--- src/rtl/instruction_memory_loader_pkg.sv ---
`default_nettype none
// ============================================================================
// Module      : instruction_memory_loader_pkg
// Description : Shared types and constants for the instruction memory loader.
//               Holds the 3-bit state encoding, the length-field width and a
//               helper for the word capacity.
// Revision    : 1.0 - initial release
// ============================================================================
package instruction_memory_loader_pkg;

  localparam int LEN_WIDTH   = 16;
  localparam int STATE_WIDTH = 3;

  typedef enum logic [STATE_WIDTH-1:0] {
    ST_IDLE   = 3'd0,
    ST_LEN_LO = 3'd1,
    ST_LEN_HI = 3'd2,
    ST_DATA   = 3'd3,
    ST_WRITE  = 3'd4,
    ST_DONE   = 3'd5,
    ST_ERROR  = 3'd6
  } state_t;

  // Number of 32-bit words that fit in a memory of the given byte size.
  function automatic int capacity_words(input int memory_size);
    return memory_size / 4;
  endfunction

endpackage
`default_nettype wire

--- src/rtl/instruction_memory_loader_if.sv ---
`default_nettype none
// ============================================================================
// Module      : instruction_memory_loader_if
// Description : Byte-stream input and instruction-memory write port of the
//               loader. master = loader side, slave = host/memory side.
// Revision    : 1.0 - initial release
// ============================================================================
interface instruction_memory_loader_if;

  logic [7:0]  byte_in;
  logic        byte_valid;
  logic        byte_ready;
  logic        mem_we;
  logic [31:0] mem_addr;
  logic [31:0] mem_wdata;

  modport master (
    input  byte_in, byte_valid,
    output byte_ready, mem_we, mem_addr, mem_wdata
  );

  modport slave (
    output byte_in, byte_valid,
    input  byte_ready, mem_we, mem_addr, mem_wdata
  );

endinterface
`default_nettype wire

--- src/rtl/instruction_memory_loader_word_assembler.sv ---
`default_nettype none
// ============================================================================
// Module      : instruction_memory_loader_word_assembler
// Description : Collects four stream bytes into a little-endian 32-bit word.
//               Lanes 0..2 are registered; the fourth byte is merged straight
//               from the input so the complete word is available on the same
//               edge that accepts the last byte (word_full).
// Revision    : 1.0 - initial release
// ============================================================================
module instruction_memory_loader_word_assembler (
  input  wire logic        clk,
  input  wire logic        reset,
  input  wire logic        clear,
  input  wire logic        shift_en,
  input  wire logic [7:0]  byte_in,
  output logic      [31:0] word,
  output logic             word_full
);

  logic [1:0]  byte_cnt;
  logic [23:0] lanes;

  // Store each accepted byte in the lane selected by the byte counter.
  always_ff @(posedge clk) begin
    if (!reset) begin
      byte_cnt <= 2'd0;
      lanes    <= 24'd0;
    end else if (clear) begin
      byte_cnt <= 2'd0;
      lanes    <= 24'd0;
    end else if (shift_en) begin
      case (byte_cnt)
        2'd0:    lanes[7:0]   <= byte_in;
        2'd1:    lanes[15:8]  <= byte_in;
        2'd2:    lanes[23:16] <= byte_in;
        default: lanes        <= lanes;
      endcase
      byte_cnt <= byte_cnt + 2'd1;
    end
  end

  // The fourth byte completes the word; the counter wraps back to lane 0.
  always_comb begin
    word      = {byte_in, lanes};
    word_full = shift_en && (byte_cnt == 2'd3);
  end

endmodule
`default_nettype wire

--- src/rtl/instruction_memory_loader.sv ---
`default_nettype none
// ============================================================================
// Module      : instruction_memory_loader
// Description : Receives a program image (16-bit word count, then words LSB
//               first) over a byte stream and writes it into instruction
//               memory. Keeps the core held in reset until loading completes;
//               oversize images end in ERROR with the core still held.
// Revision    : 1.0 - initial release
// ============================================================================
module instruction_memory_loader
  import instruction_memory_loader_pkg::*;
#(
  parameter int          MEMORY_SIZE  = 1024,
  parameter logic [31:0] BASE_ADDRESS = 32'h0000_0000
) (
  input  wire logic                   clk,
  input  wire logic                   reset,
  input  wire logic                   start,
  instruction_memory_loader_if.master bus,
  output logic                        cpu_hold,
  output logic                        done,
  output logic                        error
);

  localparam logic [LEN_WIDTH:0] CAPACITY = (LEN_WIDTH+1)'(capacity_words(MEMORY_SIZE));

  state_t               state;
  logic [7:0]           len_lo;
  logic [LEN_WIDTH-1:0] words_left;

  logic                 start_ok;
  logic                 transfer;
  logic                 shift_en;
  logic [LEN_WIDTH-1:0] len;
  logic [31:0]          asm_word;
  logic                 word_full;

  // Handshake decode; start is only honoured in the resting states.
  always_comb begin
    start_ok = start && ((state == ST_IDLE) || (state == ST_DONE) || (state == ST_ERROR));
    transfer = bus.byte_valid && bus.byte_ready;
    shift_en = transfer && (state == ST_DATA);
    len      = {bus.byte_in, len_lo};
  end

  instruction_memory_loader_word_assembler u_word_assembler (
    .clk       (clk),
    .reset     (reset),
    .clear     (start_ok),
    .shift_en  (shift_en),
    .byte_in   (bus.byte_in),
    .word      (asm_word),
    .word_full (word_full)
  );

  // Load sequencer with registered handshake, memory-port and status outputs.
  always_ff @(posedge clk) begin
    if (!reset) begin
      state          <= ST_IDLE;
      bus.byte_ready <= 1'b0;
      bus.mem_we     <= 1'b0;
      bus.mem_addr   <= BASE_ADDRESS;
      bus.mem_wdata  <= 32'd0;
      done           <= 1'b0;
      error          <= 1'b0;
      cpu_hold       <= 1'b1;
      len_lo         <= 8'd0;
      words_left     <= '0;
    end else begin
      bus.mem_we <= 1'b0;
      case (state)
        ST_IDLE, ST_DONE, ST_ERROR: begin
          if (start_ok) begin
            state          <= ST_LEN_LO;
            bus.byte_ready <= 1'b1;
            bus.mem_addr   <= BASE_ADDRESS;
            done           <= 1'b0;
            error          <= 1'b0;
            cpu_hold       <= 1'b1;
          end
        end
        ST_LEN_LO: begin
          if (transfer) begin
            len_lo <= bus.byte_in;
            state  <= ST_LEN_HI;
          end
        end
        ST_LEN_HI: begin
          if (transfer) begin
            words_left <= len;
            if (len == '0) begin
              state          <= ST_DONE;
              bus.byte_ready <= 1'b0;
              done           <= 1'b1;
              cpu_hold       <= 1'b0;
            end else if ({1'b0, len} > CAPACITY) begin
              state          <= ST_ERROR;
              bus.byte_ready <= 1'b0;
              error          <= 1'b1;
            end else begin
              state <= ST_DATA;
            end
          end
        end
        ST_DATA: begin
          if (word_full) begin
            state          <= ST_WRITE;
            bus.byte_ready <= 1'b0;
            bus.mem_we     <= 1'b1;
            bus.mem_wdata  <= asm_word;
          end
        end
        ST_WRITE: begin
          bus.mem_addr <= bus.mem_addr + 32'd4;
          words_left   <= words_left - 1'b1;
          if (words_left == LEN_WIDTH'(1)) begin
            state    <= ST_DONE;
            done     <= 1'b1;
            cpu_hold <= 1'b0;
          end else begin
            state          <= ST_DATA;
            bus.byte_ready <= 1'b1;
          end
        end
        default: begin
          state          <= ST_IDLE;
          bus.byte_ready <= 1'b0;
        end
      endcase
    end
  end

endmodule
`default_nettype wire

--- src/flat_wrapper.sv ---
// flat-port wrapper written by rule: the top's interface ports become plain ports
module instruction_memory_loader_flat import instruction_memory_loader_pkg::*;
#(
  parameter int          MEMORY_SIZE  = 1024,
  parameter logic [31:0] BASE_ADDRESS = 32'h0000_0000
)
  (clk, reset, start, cpu_hold, done, error, bus_byte_in, bus_byte_valid, bus_byte_ready, bus_mem_we, bus_mem_addr, bus_mem_wdata);
  instruction_memory_loader_if bus_i ();
  input  wire logic clk;
  input  wire logic reset;
  input  wire logic start;
  output logic cpu_hold;
  output logic done;
  output logic error;
  input wire logic [$bits(bus_i.byte_in)-1:0] bus_byte_in;
  input wire logic [$bits(bus_i.byte_valid)-1:0] bus_byte_valid;
  output wire logic [$bits(bus_i.byte_ready)-1:0] bus_byte_ready;
  output wire logic [$bits(bus_i.mem_we)-1:0] bus_mem_we;
  output wire logic [$bits(bus_i.mem_addr)-1:0] bus_mem_addr;
  output wire logic [$bits(bus_i.mem_wdata)-1:0] bus_mem_wdata;
  assign bus_i.byte_in = bus_byte_in;
  assign bus_i.byte_valid = bus_byte_valid;
  assign bus_byte_ready = bus_i.byte_ready;
  assign bus_mem_we = bus_i.mem_we;
  assign bus_mem_addr = bus_i.mem_addr;
  assign bus_mem_wdata = bus_i.mem_wdata;
  instruction_memory_loader #(.MEMORY_SIZE(MEMORY_SIZE), .BASE_ADDRESS(BASE_ADDRESS)) u_core (.clk(clk), .reset(reset), .start(start), .bus(bus_i), .cpu_hold(cpu_hold), .done(done), .error(error));
endmodule
--- config.mk ---
export PLATFORM = sky130hd
export DESIGN_NAME = instruction_memory_loader_flat
export DESIGN_NICKNAME = d
export VERILOG_FILES = /design/src/rtl/instruction_memory_loader_pkg.sv /design/src/rtl/instruction_memory_loader_if.sv /design/src/rtl/instruction_memory_loader_word_assembler.sv /design/src/rtl/instruction_memory_loader.sv /design/src/flat_wrapper.sv
export SDC_FILE = /design/constraint.sdc
export NUM_CORES = 1
export LEC_CHECK = 0
export ABC_AREA = 1
export BUFFER_PORTS_ARGS = -buffer_cell sky130_fd_sc_hd__buf_2
export CORE_MARGIN = 5
export CORE_UTILIZATION = 37
export CTS_CLUSTER_SIZE = 25
export DETAILED_ROUTE_END_ITERATION = 8
export HOLD_SLACK_MARGIN = 0.03
export PLACE_DENSITY = 0.59
export SLEW_MARGIN = 20
export SYNTH_ARGS = -nofsm -noshare
export SYNTH_HDL_FRONTEND = slang
export SYNTH_SLANG_ARGS = --single-unit
--- constraint.sdc ---
create_clock -name clk -period 1.9 [get_ports clk]
set_input_delay 0.095 -clock clk [delete_from_list [all_inputs] [get_ports clk]]
set_output_delay 0.095 -clock clk [all_outputs]
set_load 0.1 [all_outputs]
Yosys cells after proc, flatten, opt, wreduce, memory -nomap -nowiden
Cells that the tools add are included.
{"block": "totals", "reg_bits": 122, "out_inout_bits": 69, "in_bits": 12}
{"block": "op_classes", "n_eq_ne": 20, "n_addsub": 3, "n_lt_le_gt_ge": 1, "bitwise": 2, "n_reduce_logical": 27, "mux": 33}
{"op": "$pmux 32 s2", "count": 1}
{"op": "$add 32x3->32 const B", "count": 1}
{"op": "$mux 32", "count": 1}
{"op": "$pmux 16 s2", "count": 1}
{"op": "$mux 3", "count": 7}
{"op": "$mux 1", "count": 17}
{"op": "$eq 16x1->1 const B", "count": 1}
{"op": "$gt 16x9->1 const B", "count": 1}
{"op": "$logic_not 16->1", "count": 1}
{"op": "$mux 16", "count": 1}
{"op": "$reduce_and 2->1", "count": 8}
{"op": "$sub 16x1->16 const B", "count": 1}
{"op": "$pmux 3 s5", "count": 1}
{"op": "$ne 2x1->1 const B", "count": 6}
{"op": "$reduce_and 5->1", "count": 2}
{"op": "$eq 3x3->1 const B", "count": 3}
{"op": "$eq 3x2->1 const B", "count": 2}
{"op": "$ne 2x2->1 const B", "count": 3}
{"op": "$pmux 1 s3", "count": 2}
{"op": "$reduce_and 6->1", "count": 1}
{"op": "$reduce_bool 2->1", "count": 3}
{"op": "$pmux 1 s5", "count": 1}
{"op": "$eq 2x2->1 const B", "count": 2}
{"op": "$logic_and 1x1->1", "count": 4}
{"op": "13 further kinds", "count": 15}

Longest topological paths before layout
Gate-level depths: netlist (run 1).
{"block": "logic_depth", "ltp_word": 6, "depth_mapped": 11, "depth_no_buf": 11}

By module
Synthesis (run 1) repeated with hierarchy kept, for this count alone.
{"block": "hier_totals", "hier_cells": 897, "hier_area_um2": 5947.0}
{"mod": "instruction_memory_loader", "area_per_inst_um2": 4755.8, "instances": 1, "cells_each": 716, "seq_area_each_um2": 1881.8}
{"mod": "instruction_memory_loader_word_assembler", "area_per_inst_um2": 1191.1, "instances": 1, "cells_each": 181, "seq_area_each_um2": 520.5}

Least setup slack after synthesis (run 1)
Ideal clock, no wire load.
{"block": "synth_timing", "kind": "register to register", "startpoint": "reg u_core.bus.mem_addr[2]", "endpoint": "reg u_core.bus.mem_addr[20]", "stages_incl_launch_ff": 11, "path_slack_ps": -476, "t_required_ps": 1784, "synth_period_minus_slack_ps": 2376, "arrival_ps": 2260, "n_path_buf": 0, "cell_sequence": "dfxtp_1 > ha_1 > nand2_1 > nor2_1 > nand2_1 > nor2_1 > nand2_1 > nor2_1 > nand2_1 > o21ai_0 > nor2_1"}
{"block": "synth_via", "elab_chain_len": 2}
{"item": "start, declared", "line": "instruction_memory_loader_if.sv:19", "source": "output byte_ready, mem_we, mem_addr, mem_wdata"}
{"item": "start signal, assigned", "line": "instruction_memory_loader.sv:114", "source": "bus.mem_addr <= bus.mem_addr + 32'd4;"}
{"item": "$add 32x3->32", "line": "instruction_memory_loader.sv:114"}
{"item": "$pmux 32 s2", "line": "instruction_memory_loader.sv:71", "source": "case (state)"}
No other way between the ends.
A chain may end at the register's enable or synchronous reset.

Worst setup path in the final report (run 1)
{"block": "layout_timing", "startpoint": "reg u_core.bus.mem_addr[2]", "endpoint": "reg u_core.bus.mem_addr[22]"}
The elaborated chain is that of the path after synthesis.

==> flow_metrics.env, run 1 <==
export IMPL_hold_class="in2reg"
export IMPL_clock_latency_ns=0.42
export IMPL_core_area_um2=15700
export IMPL_tns_ns=0
export IMPL_tritoncts="built"
export IMPL_whs_endpoint="u_core.u_word_assembler.lanes[18]"
export IMPL_htree_levels=4
export IMPL_fin_skew_ns=0.0108
export IMPL_antenna_found_initial=0
export IMPL_clkTransAtPathRegs_ns=0.06
export IMPL_port_buffers=78
export IMPL_synth_top_area_share_pct=41.0
export IMPL_yosys_area_top_type="dfxtp_1"
export IMPL_clockBufferDepth=2
export IMPL_worstSetupStartpointType="flop"
export IMPL_ys_flop_type="dfxtp_1"
export IMPL_die_w_um=136
export IMPL_num_rows=46
export IMPL_reg2reg_from="u_core.bus.mem_addr[2]"
export IMPL_synth_seq_cells=120
export IMPL_syn_area_per_cell_um2=6.60
export IMPL_setup_viol=0
export IMPL_cts_made_buffers=17
export IMPL_ys_top_cells_by_area="dfxtp_1 (41%), nand2_1 (15%), a21oi_1 (9.0%), nand3_1 (8.5%), nor2_1 (6.0%)"
export IMPL_dp_cells=1163
export IMPL_cp_data_required_time_ns=2.21
export IMPL_rrSetupSlack_ns=0.21
export IMPL_status="finished, final reports clean"
export IMPL_gp_congestion=0.919
export IMPL_cp_arrival_ns=2.00
export IMPL_crit_top_cell="nand2_1"
export IMPL_max_cap_violations=0
export IMPL_endpoint_kind="flop"
export IMPL_drt_initial_drc_count=432
export IMPL_min_period_over_period_pct=88.9
export IMPL_finalHoldViolCount=0
export IMPL_drive_gt1_share_pct=17.5
export IMPL_final_cells=1202
export IMPL_grt_max_degree=51
export IMPL_layout_commonest_cell="nand2_1"
export IMPL_peakVddDrop_v=0.000660
export IMPL_ys_async_sr_fraction_pct=0
export IMPL_fin_crit_ns=1.69
export IMPL_die_area_um2=18500
export IMPL_slowest_stage="dfxtp_4"
export IMPL_yosys_warnings=0
export IMPL_nets=992
export IMPL_area_growth_pct=23.4
export IMPL_chipHeight_um=136
export IMPL_viasPerCell=4.96
export IMPL_report_final_slew_viol_count=0
export IMPL_drt_wl_total_um=17100
export IMPL_vias=5961
export IMPL_min_path_cells=3
export IMPL_ys_types=34
export IMPL_drc=0
export IMPL_power_mw=8.87
export IMPL_antenna_left=0
export IMPL_worst_pin_slew_ns=0.557
export IMPL_cts_root_buffer="clkbuf_16"
export IMPL_rr_worst_depth=10
export IMPL_firstDrtPassIters=6
export IMPL_grt_overflow_total=0
export IMPL_grt_pass1_vias=5558
export IMPL_clock_sinks=120
export IMPL_regToRegEndpoint="u_core.bus.mem_addr[22]"
export IMPL_worst_setup_path_type="reg2reg"
export IMPL_crit_chain="ha_1 > nand2_1 > nor2_1 > nand2_1 > nor2_4 > nand2_1 > nor2_1 > nand2_1 > o21ai_0 > nor2_1"
export IMPL_slew_headroom_pct=62.8
export IMPL_yosysSeqAreaShare_pct=41.0
export IMPL_track_usage_pct=18.8
export IMPL_max_freq_mhz=592
export IMPL_grt_pass1_wl_um=28000
export IMPL_slowest_delay_ns=0.37
export IMPL_p_leak_nw=2.90
export IMPL_post_drt_wl_per_cell_um=14.2
export IMPL_initial_core_util_pct=37.3
export IMPL_power_density_nw_per_um2=1230
export IMPL_dp_hpwl_um=12100
export IMPL_min_from="bus_byte_in[2]"
export IMPL_synth_edff_count=0
export IMPL_rsz0062_at_grt="false"
export IMPL_postLayoutCoreUtil_pct=46.1
export IMPL_syn_cell_area_um2=5860
export IMPL_path_max_fanout=8
export IMPL_ios=81
export IMPL_postCtsSetupBuffers=0
export IMPL_final_cell_mix="nand2_1 (237), a21oi_1 (105), nand3_1 (100), dfxtp_1 (95), nor2_1 (90)"
export IMPL_n_antenna_cell=0
export IMPL_netlist_instances=889
report_power, final:
group / switching (mW) / total, mW / leakage [nW] / internal, mW
logic: 1.92 / 2.79 / 1.63 / 0.864
registers: 0.214 / 2.95 / 0.982 / 2.73
clock network: 1.25 / 3.13 / 0.287 / 1.88
total: 3.39 / 8.87 / 2.90 / 5.48
registers in the layout, indices dropped and copies added (netlist names), 2 cells and up:
| name | cells |
|---|---|
| u_core.words_left | 16 |
| u_core.bus.mem_addr | 30 |
| u_core.u_word_assembler.lanes | 24 |
| u_core.state | 3 |
| u_core.bus.mem_wdata | 32 |
| u_core.len_lo | 8 |
| u_core.u_word_assembler.byte_cnt | 2 |
cell type report:
cell class,instances,area (µm²)
Clock buffer,19,454
Clock inverter,13,120
Fill cell,1617,8480
Inverter,83,313
Multi-Input combinational cell,646,2970
Sequential cell,120,2440
Tap cell,216,270
Timing Repair Buffer,105,673
layer usage:
| layer | up-vias | global-route usage [%] | part of all wire, % | wire, µm |
|---|---|---|---|---|
| met2 | 166 | 29.1 | 45 | 7610 |
| met5 | - | 0 | 0 | 0 |
| li1 | 3073 | - | - | - |
| met4 | 0 | 5.82 | 1.2 | 203 |
| met3 | 18 | 3.92 | 5.0 | 847 |
| met1 | 2704 | 26.3 | 49 | 8420 |
repair_timing:
action	4_1_cts	5_1_grt
endpoints found under the setup margin	0	3
hold buffers	7	0
endpoints found under the hold margin	18	0
gates resized for setup	0	4
synth_stat cells (all sizes together) (3+ instances only):
cell type and n:
inv 82, nor2 98, nand3 101, clkbuf 19, o21ai 47, nand4 3, ha 7, o211ai 3
a31oi 3, nor3 23, nand2 241, a21oi 105, buf 22, dfxtp 120
critical path, delay by kind of cell, from the launching register on:
kind	cells	cell delay, ns
AND/OR/NAND/NOR	8	0.87
flip-flops	1	0.37
adder cells (fa/ha/maj)	1	0.18
AO/OA/AOI/OAI	1	0.15
cells by family (layout without fill, tap and decap cells):
group                    count (synthesis)  in the layout  synth area share [%]
buffers and inverters                  124            220                  8.68
adder cells (fa/ha/maj)                  7              7                  1.49
other                                    1              2                0.0639
AO/OA/AOI/OAI                          167            167                  14.9
flip-flops                             120            120                  41.0
AND/OR/NAND/NOR                        468            468                  33.6
XOR/XNOR                                 2              2                 0.299
how the worst max path moves through the flow:
stage / to / from / slack [ns] / depth (start not counted)
floorplan: u_core.bus.mem_addr[29] / u_core.bus.mem_addr[28] / 0.008 / 7
CTS: u_core.bus.mem_addr[22] / u_core.bus.mem_addr[2] / 0.19 / 10
global placement: u_core.bus.mem_addr[22] / u_core.bus.mem_addr[2] / 0.22 / 10
detailed placement: u_core.bus.mem_addr[22] / u_core.bus.mem_addr[2] / 0.20 / 10
global route: u_core.u_word_assembler.lanes[1] / u_core.state[0] / 0.02 / 8
finish: u_core.bus.mem_addr[22] / u_core.bus.mem_addr[2] / 0.21 / 10
stage by stage:
stage                     hold WS, ns  area (µm²)  setup WS, ns
after floorplan                 0.237        5900       0.00790
after global placement          0.413        6580         0.218
after detailed placement        0.411        6580         0.200
after CTS                      0.0467        7230         0.190
after global routing           0.0634        7240        0.0242
final                          0.0512        7240         0.211
Power figures use the tool's default switching activity.
==> run 2, diff against run 1 <==
HOLD_SLACK_MARGIN = 0.06   (was 0.03)
==> flow_metrics.env, run 2 (synthesis gave the netlist of run 1 again) <==
export IMPL_cts_root_buffer="clkbuf_16"
export IMPL_area_growth_pct=23.7
export IMPL_slowest_stage="dfxtp_1"
export IMPL_ios=81
export IMPL_track_usage_pct=18.8
export IMPL_viasPerCell=4.97
export IMPL_layout_commonest_cell="nand2_1"
export IMPL_grt_max_degree=51
export IMPL_clkTransAtPathRegs_ns=0.06
export IMPL_hold_class="in2reg"
export IMPL_crit_chain="nand2_1 > nor2_1 > inv_1 > nor2_4 > buf_12 > nand2_1 > nand2_1 > a21oi_1"
export IMPL_cp_data_required_time_ns=2.20
export IMPL_final_cell_mix="nand2_1 (237), a21oi_1 (105), nand3_1 (100), dfxtp_1 (95), nor2_1 (90)"
export IMPL_fin_skew_ns=0.00946
export IMPL_drt_wl_total_um=17100
export IMPL_peakVddDrop_v=0.000656
export IMPL_dp_hpwl_um=12100
export IMPL_initial_core_util_pct=37.3
export IMPL_path_max_fanout=50
export IMPL_antenna_found_initial=0
export IMPL_final_cells=1204
export IMPL_slowest_delay_ns=0.43
export IMPL_clock_latency_ns=0.42
export IMPL_num_rows=46
export IMPL_setup_viol=0
export IMPL_chipHeight_um=136
export IMPL_tns_ns=0
export IMPL_postCtsSetupBuffers=0
export IMPL_antenna_left=0
export IMPL_htree_levels=4
export IMPL_report_final_slew_viol_count=0
export IMPL_min_period_over_period_pct=89.5
export IMPL_max_cap_violations=0
export IMPL_grt_overflow_total=0
export IMPL_largestRegisters="u_core.bus.mem_wdata x32, u_core.bus.mem_addr x30, u_core.u_word_assembler.lanes x24"
export IMPL_grt_pass1_vias=5569
export IMPL_max_freq_mhz=588
export IMPL_n_antenna_cell=0
export IMPL_power_density_nw_per_um2=1220
export IMPL_crit_top_cell="nand2_1"
export IMPL_largest_reg_flops=32
export IMPL_nets=994
export IMPL_clockBufferDepth=2
export IMPL_rr_worst_depth=8
export IMPL_tritoncts="built"
export IMPL_regMostFlops="u_core.bus.mem_wdata"
export IMPL_worstSetupStartpointType="flop"
export IMPL_grt_pass1_wl_um=28000
export IMPL_firstDrtPassIters=5
export IMPL_slew_headroom_pct=62.7
export IMPL_port_buffers=78
export IMPL_fin_crit_ns=1.70
export IMPL_dp_cells=1163
export IMPL_min_path_cells=4
export IMPL_worst_setup_path_type="reg2reg"
export IMPL_status="finished, final reports clean"
export IMPL_rsz0062_at_grt="false"
export IMPL_worst_pin_slew_ns=0.559
export IMPL_finalHoldViolCount=0
export IMPL_core_area_um2=15700
export IMPL_drive_gt1_share_pct=17.5
export IMPL_p_leak_nw=2.91
export IMPL_vias=5980
export IMPL_die_area_um2=18500
export IMPL_clock_sinks=120
export IMPL_cts_made_buffers=17
export IMPL_cp_arrival_ns=2.00
export IMPL_power_mw=8.86
export IMPL_gp_congestion=0.919
export IMPL_endpoint_kind="flop"
export IMPL_drt_initial_drc_count=407
export IMPL_post_drt_wl_per_cell_um=14.2
export IMPL_drc=0
export IMPL_die_w_um=136
-- run 2: changes by cell type in the layout (fill, tap and decap cells not counted) --
| cell | delta |
|---|---|
| dlygate4sd3_1 | +2 |
-- run 2: metal layers --
layer,wire (µm),track usage (%),vias up
met5,0,0,-
met4,198,5.77,0
met3,801,3.92,17
met2,7600,29.2,157
met1,8460,26.3,2730
li1,-,-,3076
-- run 2: power by group --
part	switching, mW	total [mW]	internal [mW]
clock network	1.24	3.13	1.88
logic	1.92	2.79	0.867
registers	0.215	2.95	2.73
total	3.38	8.86	5.48
-- run 2: critical path: cells and delay by family (launching register included) --
family | cells | cell delay, ns
and+or+nand+nor | 5 | 0.73
DFF | 1 | 0.43
buffers and inverters | 2 | 0.34
AOI/OAI and AO/OA | 1 | 0.06
-- run 2: timing repair --
action                                  4_1_cts  5_1_grt
hold endpoints to repair                     43        0
gates resized for setup                       0        4
endpoints found under the setup margin        0        3
hold buffers                                  9        0
-- run 2: stage by stage --
stage                     setup slack (ns)  utilization [%]  hold slack, ns  area, µm²
after floorplan                    0.00790                -           0.237       5900
after global placement               0.218             41.9           0.413       6580
after detailed placement             0.200             41.9           0.411       6580
after CTS                            0.190             46.1          0.0699       7250
after global routing                0.0242             46.2          0.0889       7260
final                                0.199             46.2          0.0829       7260
-- run 2: cell type report --
class                      count  area [µm²]
tap                          216         270
clock inverter                13         120
clock buffer                  19         454
multi-input combinational    646        2970
inverter                      83         313
fill                        1615        8460
sequential                   120        2440
timing repair buffer         107         693
-- run 2: path summary, 6_finish.rpt --
kind / slack, ns / start / to
worst min-delay path: 0.08 / start / u_core.bus.mem_addr[16]
worst max register to register: 0.20 / u_core.state[0] / u_core.u_word_assembler.lanes[6]
worst min register to register: 0.46 / u_core.bus.mem_wdata[27] / u_core.bus.mem_wdata[27]
worst max-delay path: 0.20 / u_core.state[0] / u_core.u_word_assembler.lanes[6]
==> run 3, diff against run 2 <==
==> constraint.sdc (replaced) <==
create_clock -name clk -period 1.9 [get_ports clk]
set_input_delay 0.475 -clock clk [delete_from_list [all_inputs] [get_ports clk]]
set_output_delay 0.475 -clock clk [all_outputs]
set_load 0.1 [all_outputs]
==> flow_metrics.env, run 3 (synthesis gave the netlist of run 1 again) <==
export IMPL_cp_data_required_time_ns=1.42
export IMPL_cp_depth=1
export IMPL_max_freq_mhz=567
export IMPL_setup_viol=0
export IMPL_n_antenna_cell=0
export IMPL_nFillCells=1595
export IMPL_regToRegEndpoint="u_core.bus.mem_addr[22]"
export IMPL_ios=81
export IMPL_vias=6002
export IMPL_slew_headroom_pct=62.9
export IMPL_rsz0062_at_grt="false"
export IMPL_cts_root_buffer="clkbuf_16"
export IMPL_clkTransAtPathRegs_ns=0.06
export IMPL_path_buf_inv=1
export IMPL_gp_congestion=0.914
export IMPL_layout_commonest_cell="nand2_1"
export IMPL_grt_busiest_layer="met2"
export IMPL_firstDrtPassIters=5
export IMPL_power_density_nw_per_um2=1250
export IMPL_max_cap_violations=0
export IMPL_post_cts_resized=0
export IMPL_grt_pass1_wl_um=28700
export IMPL_antenna_left=0
export IMPL_drive_gt1_share_pct=18.4
export IMPL_slowest_delay_ns=0.46
export IMPL_reg2reg_from="u_core.bus.mem_addr[2]"
export IMPL_tns_ns=0
export IMPL_timing_hold_ws_ns=0.381
export IMPL_slowest_stage="buf_2"
export IMPL_postCtsSetupBuffers=0
export IMPL_fin_skew_ns=0.00997
export IMPL_peakVddDrop_v=0.000631
export IMPL_num_rows=46
export IMPL_dp_hpwl_um=12400
export IMPL_cp_arrival_ns=1.29
export IMPL_path_max_fanout=7
export IMPL_port_buffers=78
export IMPL_fin_crit_ns=1.76
export IMPL_path_delay_family="buffers and inverters"
export IMPL_grt_overflow_total=0
export IMPL_drc=0
export IMPL_cts_made_buffers=17
export IMPL_tritoncts="built"
export IMPL_largestRegisters="u_core.bus.mem_wdata x32, u_core.bus.mem_addr x30, u_core.u_word_assembler.lanes x24"
export IMPL_finalHoldViolCount=0
export IMPL_htree_levels=4
export IMPL_clock_latency_ns=0.42
export IMPL_gr_usage_met1_pct=25.5
export IMPL_endpoint_kind="primary output"
export IMPL_regMostFlops="u_core.bus.mem_wdata"
export IMPL_nets=995
export IMPL_gr_usage_met2_pct=30.1
export IMPL_worstSetupStartpointType="flop"
export IMPL_endpoint="bus_mem_addr[11]"
export IMPL_worst_pin_slew_ns=0.561
export IMPL_grt_max_degree=39
export IMPL_post_drt_wl_per_cell_um=14.3
export IMPL_largest_reg_flops=32
export IMPL_use_met3_pct=6.14
export IMPL_track_usage_pct=19.4
export IMPL_rr_worst_depth=10
export IMPL_rrSetupSlack_ns=0.17
export IMPL_crit_chain="buf_2"
export IMPL_area_growth_pct=24.0
export IMPL_initial_core_util_pct=37.3
export IMPL_report_final_slew_viol_count=0
export IMPL_clock_sinks=120
export IMPL_final_cell_mix="nand2_1 (237), a21oi_1 (105), nand3_1 (100), dfxtp_1 (95), nor2_1 (93)"
export IMPL_clockBufferDepth=2
export IMPL_ctsHoldBuffers=0
export IMPL_hold_class="in2reg"
export IMPL_setup_slack_ns=0.137
export IMPL_drt_initial_drc_count=456
export IMPL_core_area_um2=15700
export IMPL_die_w_um=136
export IMPL_worst_setup_path_type="reg2out"
export IMPL_p_leak_nw=2.92
export IMPL_viasPerCell=4.98
export IMPL_die_area_um2=18500
export IMPL_min_period_over_period_pct=92.8
export IMPL_status="finished, final reports clean"
export IMPL_pre_cts_ws_ns=0.169
export IMPL_drt_wl_total_um=17200
export IMPL_grt_pass1_vias=5754
export IMPL_chipHeight_um=136
export IMPL_setup_worst_path_start="u_core.bus.mem_addr[11]"
export IMPL_antenna_found_initial=0
-- run 3: metrics by stage --
| stage | std cells | instance area, µm² | total power [mW] | utilization [%] |
|---|---|---|---|---|
| 3_3_place_gp | 1173 | 6630 | 5.70 | 42.2 |
| 2_1_floorplan | 890 | 5900 | 5.04 | - |
| 5_1_grt | 1205 | 7270 | 9.73 | 46.3 |
| 3_5_place_dp | 1173 | 6630 | 5.69 | 42.2 |
| 6_report | 1205 | 7270 | 9.12 | 46.3 |
| 4_1_cts | 1205 | 7260 | 9.12 | 46.2 |
-- run 3: final cells by class --
| cell class | count | area [µm²] | share of cell area [%] |
|---|---|---|---|
| Timing Repair Buffer | 108 | 653 | 8.98 |
| Inverter | 83 | 315 | 4.34 |
| Clock buffer | 19 | 464 | 6.38 |
| Multi-Input combinational cell | 646 | 2960 | 40.8 |
| Clock inverter | 13 | 165 | 2.27 |
| Tap cell | 216 | 270 | 3.72 |
| Sequential cell | 120 | 2440 | 33.5 |
-- run 3: routing by layer --
| metal | part of all wire (%) | vias up |
|---|---|---|
| met4 | 2.1 | 0 |
| li1 | - | 3078 |
| met5 | 0 | - |
| met2 | 45 | 189 |
| met3 | 7.0 | 27 |
| met1 | 46 | 2708 |
-- run 3: where the power goes --
group | internal, mW | switching [mW] | total [mW]
sequential | 2.73 | 0.220 | 2.95
clock | 2.18 | 1.24 | 3.42
combinational | 0.834 | 1.91 | 2.75
-- run 3: how the worst min path moves through the flow --
stage / cells after the start / from / slack, ns / end
after floorplan: 2 / u_core.u_word_assembler.lanes[0] / 0.44 / u_core.u_word_assembler.lanes[0]
after global placement: 2 / u_core.bus.mem_wdata[25] / 0.45 / u_core.bus.mem_wdata[25]
after detailed placement: 2 / u_core.bus.mem_wdata[13] / 0.45 / u_core.bus.mem_wdata[13]
after CTS: 3 / bus_byte_in[7] / 0.37 / u_core.u_word_assembler.lanes[15]
after global routing: 3 / bus_byte_in[7] / 0.39 / u_core.len_lo[7]
final: 3 / bus_byte_in[7] / 0.38 / u_core.u_word_assembler.lanes[15]
